===== src/rtl/gal_olmc_bank.sv =====
// ---------------------------------------------------------------------------
// gal_olmc_bank
//
// Bank of N GAL output logic macrocells (OLMCs). Each channel is fixed at
// elaboration to either registered or combinational mode, and to true or
// inverted output polarity. Registered channels share a synchronous reset
// (R) and a synchronous preset (SP); reset has priority over preset.
//
// Parameters:
//   N          - number of macrocells, 1..10
//   REGISTERED - per-channel mode mask (1 = registered, 0 = combinational)
//   INVERTED   - per-channel polarity mask (1 = active-low output)
//
// Ports:
//   C    - clock, rising edge
//   R    - synchronous reset, active-high, clears every register
//   SP   - synchronous preset, active-high, sets every register
//   A    - sum-term inputs from the AND/OR array, one per channel
//   E    - product-term output enables, one per channel
//   Y    - macrocell output value at the pin, before the tristate
//   Y_OE - pin drive enable (Y must be treated as high-Z when low)
//   FB   - feedback into the AND array
// ---------------------------------------------------------------------------
module gal_olmc_bank #(
    parameter int           N          = 8,
    parameter logic [N-1:0] REGISTERED = {N{1'b1}},
    parameter logic [N-1:0] INVERTED   = {N{1'b0}}
) (
    input  logic         C,
    input  logic         R,
    input  logic         SP,
    input  logic [N-1:0] A,
    input  logic [N-1:0] E,
    output logic [N-1:0] Y,
    output logic [N-1:0] Y_OE,
    output logic [N-1:0] FB
);

    // The enable is a pure product term; it is never registered and does
    // not gate the computed value on Y.
    assign Y_OE = E;

    generate
        if (N < 1 || N > 10) begin : g_bad_n
            $error("gal_olmc_bank: N=%0d is outside the supported range 1..10", N);
        end

        for (genvar gi = 0; gi < N; gi++) begin : g_cell
            if (REGISTERED[gi]) begin : g_reg
                logic q_reg;

                always_ff @(posedge C) begin
                    if (R) begin
                        q_reg <= 1'b0;
                    end else if (SP) begin
                        q_reg <= 1'b1;
                    end else begin
                        q_reg <= A[gi];
                    end
                end

                // Feedback taps the true register value, ahead of the
                // polarity XOR, so the array always sees Q regardless of
                // how the pin is configured.
                assign Y[gi]  = q_reg ^ INVERTED[gi];
                assign FB[gi] = q_reg;
            end else begin : g_comb
                // Combinational cells have no storage; feedback is the
                // pin value itself, including the polarity XOR.
                assign Y[gi]  = A[gi] ^ INVERTED[gi];
                assign FB[gi] = A[gi] ^ INVERTED[gi];
            end
        end
    endgenerate

endmodule


===== config.mk =====
export PLATFORM = sky130hd
export DESIGN_NAME = gal_olmc_bank
export DESIGN_NICKNAME = d
export VERILOG_FILES = /design/src/rtl/gal_olmc_bank.sv
export SDC_FILE = /design/constraint.sdc
export NUM_CORES = 1
export LEC_CHECK = 0
export CORE_MARGIN = 2
export CORE_UTILIZATION = 30
export DETAILED_ROUTE_END_ITERATION = 7
export GPL_ROUTABILITY_DRIVEN = 0
export GPL_TIMING_DRIVEN = 0
export PLACE_DENSITY = 0.82
export SYNTH_ARGS = -nofsm -noshare
export SYNTH_HDL_FRONTEND = slang
export SYNTH_SLANG_ARGS = --single-unit

===== constraint.sdc =====
create_clock -name C -period 0.8 [get_ports C]
set_input_delay 0.16 -clock C [delete_from_list [all_inputs] [get_ports C]]
set_output_delay 0.16 -clock C [all_outputs]
set_load 0.05 [all_outputs]

==> results of run 1 <==
-- metrics by stage --
stage	power [uW]	setup slack, ns	std cells	utilization [%]	hold WS (ns)
floorplan	856	0.149	41	-	0.280
global placement	1040	-0.553	89	59.3	0.417
detailed placement	1040	-0.568	89	59.3	0.422
CTS	1410	-0.183	92	68.5	0.172
global route	1500	-0.210	92	72.2	0.172
finish	1440	-0.180	92	72.2	0.167
-- power groups by stage --
stage	sequential, uW	combinational (uW)	clock [uW]
after floorplan	445	411	0
after global placement	446	590	0
after detailed placement	448	596	0
after CTS	447	662	303
after global routing	456	715	325
final	452	692	292
-- cells by family after synthesis --
group / after synthesis / share of synthesized area (%)
compound gates: 8 / 18.6
buf+inv: 25 / 44.3
flops: 8 / 37.1
-- layer usage --
metal | vias up | part of all wire (%) | track usage [%]
met5 | - | 0 | 0
met4 | 0 | 0 | 1.94
met3 | 0 | 10 | 4.78
met2 | 30 | 53 | 21.6
met1 | 173 | 36 | 8.83
li1 | 179 | - | -
-- final cells by class --
cell class              count  area [um^2]
repair buffers             33          423
plain buffers              25          236
fillers                    98          367
well taps                  15         18.8
flip-flops and latches      8          170
clock buffers               3         22.5
multi-input cells           8         80.1
-- cells in the final DEF (no fill, tap or decap), drive strengths merged --
master	count
clkdlybuf4s15	8
clkdlybuf4s50	8
buf	41
clkbuf	3
dfxtp	8
o21ba	8
dlymetal6s2s	1
-- critical path, cell delays in order (launching register included) --
cell and delay, ns:
dfxtp_2 0.33, buf_6 0.11, buf_8 0.14
-- worst max path at each step --
stage             to                   from  slack [ns]  cells after the start
2_1_floorplan  FB[0]  g_cell[0].g_reg.q_reg        0.15                      1
3_3_place_gp   FB[0]  g_cell[0].g_reg.q_reg       -0.55                      2
3_5_place_dp   FB[6]  g_cell[6].g_reg.q_reg       -0.57                      2
4_1_cts        FB[6]  g_cell[6].g_reg.q_reg       -0.18                      2
5_1_grt        FB[6]  g_cell[6].g_reg.q_reg       -0.21                      2
6_report       FB[7]  g_cell[7].g_reg.q_reg       -0.18                      2
-- timing repair --
item | in CTS | in global routing
gates resized for setup | 157 | 16
endpoints found under the setup margin | 24 | 24
buffers inserted | 0 | 0
==> flow_metrics.tcl, run 1 <==
set metrics [dict create \
    result_of_the_run "finished, violations left" \
    violations "setup timing" \
    antenna_found_initial 0 \
    hold_path.class "input port to flop" \
    route.detailed.vias_per_inst 4.15 \
    ys_warn_count 0 \
    mappedNetlistArea_um2 432 \
    clockPowerShare_pct 20.3 \
    antenna-diode-count 0 \
    core_um2 1320 \
    startpoint_type "flop" \
    critical_path_arrival_ns 0.82 \
    cts_tree "built" \
    design_area_um2 951 \
    synth_area_per_cell_um2 10.5 \
    maxClockFrequency_mhz 1020 \
    netlist_top_cells_area "buf_4, dfxtp_1, o21ba_1" \
    synth_enable_flop_cells 0 \
    final-max-slew-violation-count 0 \
    timing.max_cap.violations 0 \
    synth_area_leader_cell "buf_4" \
    yosys.cell_count.top_type "buf_4" \
    chipWidth_um 41.9 \
    rsz0062_at_grt "yes" \
    postSynth.asyncResetShare_pct 0 \
    syn_inst 41 \
    power_switching_share_pct 34.2 \
    synth.net_count 60 \
    worstHoldEndpoint "g_cell[2].g_reg.q_reg" \
    cts.reportedPaths.clkPinSlew_ns 0.05 \
    root_buffer "clkbuf_4" \
    power.switching_uw 491 \
    largest_register_ff_count 8 \
    required_ns 0.64 \
    synthFlopType "dfxtp_1" \
    maxSlewHeadroom_pct 81.1 \
    setup.worst_path.class "flop to primary output" \
    overall_via_count_from_detail_route 382 \
    first_global_vias 346 \
    post-synth-top-area-fraction_pct 41.7 \
    grt_usage_pct 10.4 \
    power_density_nw_per_um2 1510 \
    final_min_period_over_clock_period_pct 122 \
    hpwlAfterDp_um 718 \
    top_level_ports 43 \
    numClockSinks 8 \
    count_of_final_hold_check_violations 0 \
    drt_wirelength_mm 1.01 \
    path_max_fanout 2 \
    library_cells_used_by_synthesis 4 \
    design.final.nets 98 \
    combPwrFrac_pct 48.2 \
    cts_max_path_buffers 2 \
    critPathCaptureType "primary output" \
    power_leakage_uw 0.000478 \
    finalSetupTns_ns -2.81 \
    drt_drc_violations_left 0 \
    worst-slew-pin-transition_ns 0.285 \
    sequentialPowerShare_pct 31.5 \
    cts_buffers 3 \
    die_height_um 41.9 \
    ant_nets 0 \
    cellInternalPower_uw 944 \
    timing.final.ws_setup_ns -0.180 \
    initialDrtViolationCount 2 \
    post_route_cells_drive_above_1_share_pct 77.9 \
    buffer_ports.inserted 33 \
    number_of_standard_cell_rows_in_the_floorplan 13 \
    ys_ff_latch 8 \
    global_route_wire_length_before_repair_mm 1.41 \
    total_of_endpoints_with_negative_setup_slack_in_the_final_report 16 \
    seq_area_frac_synth_pct 37.1 \
    global_route.overflow_total 0 \
    synth_top_cells_by_count "buf_4, dfxtp_1, o21ba_1" \
    hold_depth 2 \
    worst_ir_drop_vdd_v 0.000910 \
    drt_pre_antenna_iters 4 \
    hold_path.startpoint "SP" \
    layout_min_cycle_time_ns 0.980 \
    average_detailed_routed_wire_length_per_instance_um 11.0 \
    area_growth_syn_to_layout_pct 120 \
    ctsHtreeMaxLevel 1 \
    postPlaceCellArea_um2 781 \
    cts.hold.buffers_added 0 \
    design.die.area_um2 1760 \
    grt_max_degree 9 \
    initial_core_util_pct 32.8 \
]
No activity file was read; power rests on OpenSTA's default activity.
==> inputs of run 2 (changes only) <==
--- a/config.mk
+++ b/config.mk
@@ -10,6 +10,7 @@
 export DETAILED_ROUTE_END_ITERATION = 7
 export GPL_ROUTABILITY_DRIVEN = 0
 export GPL_TIMING_DRIVEN = 0
+export MAX_ROUTING_LAYER = met4
 export PLACE_DENSITY = 0.82
 export SYNTH_ARGS = -nofsm -noshare
 export SYNTH_HDL_FRONTEND = slang
==> flow_metrics.tcl, run 2 (synthesis results as in run 1) <==
set metrics [dict create \
    post_route_cells_drive_above_1_share_pct 77.9 \
    startpoint_type "flop" \
    largest_register_ff_count 8 \
    path_max_fanout 2 \
    antenna_found_initial 0 \
    critPathCaptureType "primary output" \
    first_global_vias 346 \
    required_ns 0.64 \
    area_growth_syn_to_layout_pct 120 \
    setup.worst_path.class "flop to primary output" \
    die_height_um 41.9 \
    combPwrFrac_pct 48.2 \
    layout_min_cycle_time_ns 0.979 \
    antenna-diode-count 0 \
    power_density_nw_per_um2 1510 \
    initialDrtViolationCount 2 \
    top_level_ports 43 \
    numClockSinks 8 \
    initial_core_util_pct 32.8 \
    worst_ir_drop_vdd_v 0.000910 \
    hpwlAfterDp_um 718 \
    drt_wirelength_mm 1.01 \
    design_area_um2 951 \
    global_route.overflow_total 0 \
    total_of_endpoints_with_negative_setup_slack_in_the_final_report 16 \
    finalNonFillerCells 92 \
    core_um2 1320 \
    critical_path_arrival_ns 0.82 \
    chipWidth_um 41.9 \
    power.switching_uw 491 \
    grt_max_degree 9 \
    pre_cts_slack_ns -0.568 \
    buffer_ports.inserted 33 \
    final_min_period_over_clock_period_pct 122 \
    maxSlewHeadroom_pct 81.1 \
    cts_max_path_buffers 2 \
    timing.max_cap.violations 0 \
    cts_tree "built" \
    hold_path.class "input port to flop" \
    fill_cells 98 \
    grt_usage_pct 10.7 \
    root_buffer "clkbuf_4" \
    cts.reportedPaths.clkPinSlew_ns 0.05 \
    average_detailed_routed_wire_length_per_instance_um 11.0 \
    worst-slew-pin-transition_ns 0.285 \
    cellInternalPower_uw 944 \
    ant_nets 0 \
    drt_drc_violations_left 0 \
    power_leakage_uw 0.000478 \
    count_of_final_hold_check_violations 0 \
    final-max-slew-violation-count 0 \
    most-common-layout-cells "buf_8, buf_6, buf_4" \
    timing.final.ws_setup_ns -0.179 \
    power_switching_share_pct 34.2 \
    sequentialPowerShare_pct 31.5 \
    dp.cells 89 \
    global_route_wire_length_before_repair_mm 1.41 \
    result_of_the_run "finished, violations left" \
    cts_buffers 3 \
    drt_pre_antenna_iters 4 \
    overall_via_count_from_detail_route 381 \
    design.final.nets 98 \
    ctsHtreeMaxLevel 1 \
    fin_total_pwr_uw 1440 \
    commonest_non_fill_non_tap_cell_in_the_layout "buf_8" \
    rsz0062_at_grt "yes" \
    route.detailed.vias_per_inst 4.14 \
    number_of_standard_cell_rows_in_the_floorplan 13 \
    postPlaceCellArea_um2 781 \
    violations "setup timing" \
    clockPowerShare_pct 20.3 \
    maxClockFrequency_mhz 1020 \
    cts.hold.buffers_added 0 \
    design.die.area_um2 1760 \
]
run 2: cell counts in the layout (fill, tap and decap cells not counted):
Identical to the previous run, type by type.
run 2: cell type report:
type | count | area (um^2) | share of cell area, %
clock buffer | 3 | 22.5 | 2.37
tap | 15 | 18.8 | 1.97
timing repair buffer | 33 | 423 | 44.5
buffer | 25 | 236 | 24.9
multi-input combinational | 8 | 80.1 | 8.42
sequential | 8 | 170 | 17.9
run 2: routing by layer:
layer | vias up | routed length [um] | track usage [%]
li1 | 179 | - | -
met1 | 172 | 364 | 8.83
met2 | 30 | 540 | 21.6
met3 | 0 | 105 | 4.78
met4 | 0 | 0 | 1.94
met5 | - | 0 | -
run 2: final timing paths:
check                                  from               endpoint  slack, ns  cells past startpoint
worst min-delay path                     SP  g_cell[2].g_reg.q_reg       0.17                      2
worst max-delay path  g_cell[7].g_reg.q_reg                  FB[7]      -0.18                      2
run 2: worst max-delay path, stage by stage, from the launching register on:
cell     delay (ns)
dfxtp_2        0.33
buf_6          0.11
buf_8          0.14
run 2: power groups by stage:
stage	registers (uW)	clock network [uW]	logic, uW
final	452	292	692
after global routing	456	325	715
after CTS	447	303	662
after detailed placement	448	0	596
after global placement	446	0	590
after floorplan	445	0	411
run 2: what timing repair did:
item / 4_1_cts / 5_1_grt
endpoints found under the setup margin: 24 / 24
gates resized for setup: 157 / 16
buffers inserted: 0 / 0
gates cloned: 0 / 0
run 2: stage by stage:
stage | setup TNS [ns] | utilization, % | hold slack (ns)
floorplan | 0 | - | 0.280
global placement | -13.49 | 59.3 | 0.417
detailed placement | -13.80 | 59.3 | 0.422
CTS | -2.87 | 68.5 | 0.172
global route | -3.22 | 72.2 | 0.172
finish | -2.81 | 72.2 | 0.166
